**config.mk**
```make
export PLATFORM = sky130hd
export DESIGN_NAME = store_buffer
export DESIGN_NICKNAME = d
export VERILOG_FILES = /design/src/rtl/store_buffer_pkg.sv /design/src/rtl/sb_forward_match.sv /design/src/rtl/store_buffer.sv
export SDC_FILE = /design/constraint.sdc
export NUM_CORES = 1
export LEC_CHECK = 0
export CAP_MARGIN = 20
export CORE_UTILIZATION = 30
export CTS_CLUSTER_DIAMETER = 120
export DETAILED_ROUTE_END_ITERATION = 8
export SLEW_MARGIN = 0
export SYNTH_ARGS = -nofsm -noshare
export SYNTH_HDL_FRONTEND = slang
export SYNTH_SLANG_ARGS = --single-unit
```
**constraint.sdc**
```tcl
create_clock -name clk_i -period 9.2 [get_ports clk_i]
set_input_delay 0.92 -clock clk_i [delete_from_list [all_inputs] [get_ports clk_i]]
set_output_delay 0.92 -clock clk_i [all_outputs]
set_load 0.005 [all_outputs]
```
**src/rtl/store_buffer_pkg.sv**
```systemverilog
// ----------------------------------------------------------------------------
// store_buffer_pkg
//   Shared definitions for the store buffer slice: default address/data
//   widths, the word-offset bit count and the queued-store entry type.
// ----------------------------------------------------------------------------
package store_buffer_pkg;

    localparam int AW_DEF   = 32;  // default address width
    localparam int DW_DEF   = 32;  // default data width
    localparam int WORD_OFF = 2;   // byte-offset bits below a word address

    // One queued store: word-aligned address plus full-word data.
    typedef struct packed {
        logic [AW_DEF-1:0] addr;
        logic [DW_DEF-1:0] data;
    } sb_entry_t;

endpackage : store_buffer_pkg

```
**src/rtl/sb_forward_match.sv**
```systemverilog
// ----------------------------------------------------------------------------
// sb_forward_match
//   Store-to-load forwarding search. Walks the valid entries from oldest
//   (head) to youngest (head+count-1), letting each later match override an
//   earlier one, so the youngest matching store wins and pointer wrap is
//   honoured by construction.
//
// Ports:
//   ent_addr_i  in  AW x DEPTH  queued store addresses
//   ent_data_i  in  DW x DEPTH  queued store data
//   head_i      in  log2(DEPTH) index of the oldest entry
//   count_i     in  log2(DEPTH)+1 number of valid entries
//   ld_addr_i   in  AW          load address
//   hit_o       out 1           some valid entry holds the load's word
//   hit_data_o  out DW          data of the youngest matching entry
// ----------------------------------------------------------------------------
module sb_forward_match
    import store_buffer_pkg::*;
#(
    parameter int DEPTH = 4,
    parameter int AW    = AW_DEF,
    parameter int DW    = DW_DEF
) (
    input  logic [AW-1:0]            ent_addr_i [DEPTH],
    input  logic [DW-1:0]            ent_data_i [DEPTH],
    input  logic [$clog2(DEPTH)-1:0] head_i,
    input  logic [$clog2(DEPTH):0]   count_i,
    input  logic [AW-1:0]            ld_addr_i,
    output logic                     hit_o,
    output logic [DW-1:0]            hit_data_o
);

    localparam int PW = $clog2(DEPTH);

    logic [PW-1:0] idx;

    // NOTE: every variable written in an always_comb gets a default on entry;
    // a path that leaves one unassigned would otherwise infer a latch.
    always_comb begin
        hit_o      = 1'b0;
        hit_data_o = '0;
        idx        = '0;
        for (int i = 0; i < DEPTH; i++) begin
            // Age order: i = 0 is the oldest entry; index wraps naturally.
            idx = head_i + PW'(i);
            // Compare word addresses only; the XOR-then-shift drops byte bits.
            if (((PW+1)'(i) < count_i) &&
                (((ent_addr_i[idx] ^ ld_addr_i) >> WORD_OFF) == '0)) begin
                hit_o      = 1'b1;
                hit_data_o = ent_data_i[idx];
            end
        end
    end

endmodule : sb_forward_match

```
**src/rtl/store_buffer.sv**
```systemverilog
// ----------------------------------------------------------------------------
// store_buffer
//   Word store queue between the EX/MEM register and data memory. Stores are
//   queued and drained one per cycle whenever no load owns the memory port.
//   Loads forward from the youngest matching queued store, otherwise read
//   memory directly, all in the same cycle. The pipeline is stalled only when
//   a store arrives while the queue is full.
//
// Ports:
//   clk_i        in   rising-edge clock
//   rst_i        in   asynchronous active-low reset
//   addr_i       in   load/store byte address (word aligned)
//   data_i       in   store data
//   MemRead_i    in   load request
//   MemWrite_i   in   store request
//   data_o       out  load result (combinational, 0 when no load)
//   stall_o      out  store not accepted this cycle
//   empty_o      out  queue empty
//   mem_addr_o   out  data memory address
//   mem_data_o   out  data memory write data
//   mem_read_o   out  data memory read enable
//   mem_write_o  out  data memory write enable
//   mem_data_i   in   data memory read data (combinational)
// ----------------------------------------------------------------------------
module store_buffer
    import store_buffer_pkg::*;
#(
    parameter int DEPTH = 4,
    parameter int AW    = AW_DEF,
    parameter int DW    = DW_DEF
) (
    input  logic          clk_i,
    input  logic          rst_i,
    input  logic [AW-1:0] addr_i,
    input  logic [DW-1:0] data_i,
    input  logic          MemRead_i,
    input  logic          MemWrite_i,
    output logic [DW-1:0] data_o,
    output logic          stall_o,
    output logic          empty_o,
    output logic [AW-1:0] mem_addr_o,
    output logic [DW-1:0] mem_data_o,
    output logic          mem_read_o,
    output logic          mem_write_o,
    input  logic [DW-1:0] mem_data_i
);

    localparam int PW = $clog2(DEPTH);
    localparam int CW = PW + 1;

    logic [AW-1:0] ent_addr_q [DEPTH];
    logic [AW-1:0] ent_addr_d [DEPTH];
    logic [DW-1:0] ent_data_q [DEPTH];
    logic [DW-1:0] ent_data_d [DEPTH];
    logic [PW-1:0] head_q, head_d;
    logic [PW-1:0] tail_q, tail_d;
    logic [CW-1:0] count_q, count_d;

    logic          full;
    logic          empty;
    logic          push;
    logic          pop;
    logic          fwd_hit;
    logic [DW-1:0] fwd_data;

    assign full  = (count_q == CW'(DEPTH));
    assign empty = (count_q == '0);
    // Full is judged on the registered count, so a same-cycle drain never
    // frees a slot for the incoming store.
    assign push  = MemWrite_i && !full;
    // A load owns the memory port; draining waits for a load-free cycle.
    assign pop   = !empty && !MemRead_i;

    // ---------------- next-state ----------------
    always_comb begin
        ent_addr_d = ent_addr_q;
        ent_data_d = ent_data_q;
        head_d     = head_q;
        tail_d     = tail_q;
        count_d    = count_q;

        if (push) begin
            ent_addr_d[tail_q] = {addr_i[AW-1:WORD_OFF], {WORD_OFF{1'b0}}};
            ent_data_d[tail_q] = data_i;
            tail_d             = tail_q + PW'(1);
        end
        if (pop) begin
            head_d = head_q + PW'(1);
        end

        unique case ({push, pop})
            2'b10:   count_d = count_q + CW'(1);
            2'b01:   count_d = count_q - CW'(1);
            default: count_d = count_q;
        endcase
    end

    // ---------------- state ----------------
    // NOTE: sequential state uses non-blocking assignments so every flop
    // samples the pre-edge values regardless of statement order.
    always_ff @(posedge clk_i or negedge rst_i) begin
        if (!rst_i) begin
            head_q  <= '0;
            tail_q  <= '0;
            count_q <= '0;
            // NOTE: the entry arrays are cleared on reset so that a reset
            // mid-operation leaves no stale store data behind; the valid
            // window (count) alone already discards pending stores.
            for (int i = 0; i < DEPTH; i++) begin
                ent_addr_q[i] <= '0;
                ent_data_q[i] <= '0;
            end
        end else begin
            head_q     <= head_d;
            tail_q     <= tail_d;
            count_q    <= count_d;
            ent_addr_q <= ent_addr_d;
            ent_data_q <= ent_data_d;
        end
    end

    // ---------------- forwarding ----------------
    // Searches the pre-push contents, so a same-cycle store never forwards.
    sb_forward_match #(
        .DEPTH (DEPTH),
        .AW    (AW),
        .DW    (DW)
    ) u_fwd (
        .ent_addr_i (ent_addr_q),
        .ent_data_i (ent_data_q),
        .head_i     (head_q),
        .count_i    (count_q),
        .ld_addr_i  (addr_i),
        .hit_o      (fwd_hit),
        .hit_data_o (fwd_data)
    );

    // ---------------- outputs ----------------
    // Everything is forced quiet while reset is asserted, including a load
    // request that happens to be present.
    always_comb begin
        data_o      = '0;
        stall_o     = 1'b0;
        empty_o     = 1'b1;
        mem_addr_o  = '0;
        mem_data_o  = '0;
        mem_read_o  = 1'b0;
        mem_write_o = 1'b0;
        if (rst_i) begin
            stall_o = MemWrite_i && full;
            empty_o = empty;
            if (MemRead_i) begin
                mem_read_o = 1'b1;
                mem_addr_o = addr_i;
                data_o     = fwd_hit ? fwd_data : mem_data_i;
            end else if (pop) begin
                mem_write_o = 1'b1;
                mem_addr_o  = ent_addr_q[head_q];
                mem_data_o  = ent_data_q[head_q];
            end
        end
    end

endmodule : store_buffer

```
==> results by group <==
Worst setup path
  – Slowest CP cell: dfrtp_4
  – CP Data Required Time: 8280 ps
  – Crit start category: flip-flop
  – CP arrival: 6160 ps
  – Critical path destination: data_o[3]
  – Worst Setup SP: head_q[0]
  – Worst path top cell family by delay: buffers and inverters
  – Critical path type: reg2out
  – CP bufs+invs: 4
  – Critical-path cell list: buf_4 > mux4_2 > xnor2_1 > nand4_1 > or4_1 > buf_4 > o21ai_2 > buf_4 > o31a_4 > o311ai_1 > o21ai_1 > clkdlybuf4s50_1
  – WP depth: 12
  – Worst r2r dst: ent_data_q[93]
  – Critical path fanouts, max: 40
  – Largest stage delay, worst path: 850 ps
  – Element type at the critical path end: primary output
  – Most used cell along the critical path: buf_4
  – RR Startpoint: count_q[0]
  – R2R cell count: 6
  – Reg2Reg Setup Slack: 5970 ps

GRT
  – Largest net degree at the start of global routing: 194
  – Tot GR Track Use: 0.181
  – GR Overflow Total: 0
  – Initial antenna violation count: 4
  – Vias in the first global route: 15100
  – First-pass GRT wire length: 91200 um

Final layout
  – Design Area, Final: 22300 sq um
  – Area Overhead vs Synth: 17.8%
  – Sequential cell area: 6390 sq um
  – Layout cell share with drive strength beyond 1: 0.222
  – Final net count: 2044
  – Fillers: 6147
  – Area of the multi-input gates: 11400 sq um
  – Most frequent cells in the layout: 271 x mux2_2, 253 x dfrtp_1, 212 x nand2_1
  – Most common cell after layout, fill and taps aside: mux2_2

Placement
  – PortBufs: 199
  – GPL Wtd Cong: 0.923
  – Post-DP HPWL: 38300 um
  – Placement Cell Area: 21200 sq um

Floorplan
  – Initial Utilization: 0.305
  – Die Area: 64000 sq um
  – Ports: 200
  – Core area: 61900 sq um
  – Die width: 253 um
  – Die Ht: 253 um
  – Row cnt: 91

Synthesis
  – Flops & latches, synth: 255
  – Number of synthesized flops with an enable pin: 0
  – Syn Area/Cell: 10.2 sq um
  – Share of synthesized registers carrying an async set or reset: 1.00
  – Synth Flop Type: dfrtp_1
  – Netlist Area Pre-Place: 18900 sq um
  – Syn Inst Count: 1850
  – Synth cell types: 69
  – Synth warn: 0
  – Post-synth net total: 1959
  – Register area share after synthesis: 0.338

Clock network
  – Clk sinks: 255
  – Clock Tree Root: clkbuf_16
  – CTS tree: done
  – Setup bufs post-CTS: 0
  – H-tree depth: 1
  – Hold buffers post-CTS: 0
  – Clock Pin Slew Worst Setup and Hold Paths: 60 ps
  – Max Buffers Root-to-Sink: 3
  – Post_cts resized: 0
  – Clock latency on the worst-skew pair: 580 ps
  – CTS Buf Count: 31

STA
  – Post-Route Setup TNS: 0 ps
  – RSZ-0062 raised after global routing: false
  – Final Max Tran Viols: 0
  – Post-layout minimum cycle time: 7080 ps
  – Slew @ Worst Pin: 1190 ps
  – Rel. slew slack: 0.208
  – Final hold viol count: 0
  – Final period utilization: 0.769
  – Setup Viol. Count Final: 0
  – Worst Skew: 7.75 ps
  – WHS: 256 ps
  – Fmax: 141 MHz

Power
  – Total power: 8.30 mW
  – Switching Share: 0.426
  – Sequential share of power: 0.277
  – Leak Pwr: 8.94 nW
  – Switching pwr: 3.53 mW
  – IR drop worst, VDD: 177 uV
  – Gate power share: 0.568
  – Power per cell area: 373 nW/um^2
  – Clock power share: 0.154
  – Total internal power: 4.77 mW

Detailed routing
  – Post-route DRC: 0
  – Routed len/inst: 21.0 um
  – Via density per instance: 5.40
  – Iteration-0 DRC count of the detailed router: 1085
  – Final ANT Viol Nets: 0
  – Vias: 15100
  – Routed WL: 58700 um
  – Drt pass-1 iters: 5

Hold path
  – Worst Hold Class: in2async

Outcome
  – Status: finished clean

Flow run
  – Max-Cap Viols: 0
==> registers in the layout, indices dropped and copies added (netlist names) <==
signal,count
tail_q,2
count_q,3
ent_data_q,128
head_q,2
ent_addr_q,120
==> power by group through the flow <==
stage                     sequential, mW  combinational, mW  clock [mW]
after detailed placement            2.30               4.67           0
after global routing                2.39               5.08        1.35
after global placement              2.25               4.58           0
after CTS                           2.29               4.70        1.31
after floorplan                     2.04               3.74           0
final                               2.30               4.72        1.28
==> synthesized netlist by cell type (all sizes together) (3+ instances only) <==
| library cell | count | share of area |
|---|---|---|
| nand4 | 13 | 0.0043 |
| a211oi | 64 | 0.026 |
| o311ai | 29 | 0.013 |
| buf | 101 | 0.039 |
| ha | 9 | 0.0060 |
| and2 | 5 | 0.0017 |
| a21oi | 70 | 0.019 |
| a221oi | 3 | 0.0014 |
| a22o | 20 | 0.0093 |
| nor4 | 7 | 0.0027 |
| clkbuf | 70 | 0.014 |
| xor2 | 25 | 0.012 |
| mux2i | 166 | 0.090 |
| nor3 | 41 | 0.011 |
| o21ai | 78 | 0.021 |
| mux4 | 65 | 0.078 |
| o211ai | 8 | 0.0034 |
| a32o | 6 | 0.0032 |
| xnor2 | 94 | 0.044 |
| inv | 47 | 0.0093 |
| nor2 | 140 | 0.028 |
| and3 | 3 | 0.0013 |
| dfrtp | 255 | 0.34 |
| nand3 | 6 | 0.0016 |
| mux2 | 271 | 0.16 |
| nand2 | 217 | 0.043 |
| o2111ai | 3 | 0.0017 |
| a2111oi | 7 | 0.0049 |
==> logic make-up after synthesis <==
kind of cell             count (synthesis)  synth area share
AND/OR/NAND/NOR                        441            0.0977
AO/OA/AOI/OAI                          305             0.111
adder cells (fa/ha/maj)                  9           0.00596
multiplexers                           502             0.330
flip-flops                             255             0.338
XOR/XNOR                               119            0.0552
buffers and inverters                  219            0.0627
==> per-stage QoR <==
step | utilization | cells | setup slack (ps)
after floorplan | - | 1850 | 5440
after global placement | 0.342 | 2738 | 2820
after detailed placement | 0.342 | 2738 | 2710
after CTS | 0.359 | 2795 | 2050
after global routing | 0.359 | 2797 | 1830
final | 0.359 | 2797 | 2120
==> cell type report <==
class / instances / share of cell area
Sequential cell: 255 / 0.287
Multi-Input combinational cell: 1376 / 0.511
Clock inverter: 15 / 0.00798
Inverter: 48 / 0.00821
Timing Repair Buffer: 223 / 0.0993
Antenna cell: 1 / 0.000112
Tap cell: 837 / 0.0471
Clock buffer: 42 / 0.0390
==> routing by layer <==
metal / GRT usage / part of all wire / vias to the layer above
li1: - / - / 6859
met1: 0.248 / 0.44 / 7582
met2: 0.296 / 0.47 / 558
met3: 0.0298 / 0.068 / 99
met4: 0.0468 / 0.024 / 4
met5: 0 / 0.00041 / -
==> worst register-to-register path, stage by stage, from the launching register on <==
cell and delay (ps):
dfrtp_1 460, inv_1 100, ha_1 250, a21boi_1 800
nand2_4 590, buf_4 520, mux2_2 390
==> how the worst min path moves through the flow <==
stage / endpoint / start / slack, ps
global route: ent_addr_q[106] / rst_i / 290
floorplan: ent_addr_q[18] / ent_addr_q[18] / 470
global placement: ent_addr_q[50] / ent_addr_q[50] / 490
finish: ent_addr_q[74] / rst_i / 260
CTS: ent_addr_q[106] / rst_i / 260
detailed placement: ent_addr_q[18] / ent_addr_q[18] / 500
Power figures use the tool's default switching activity.
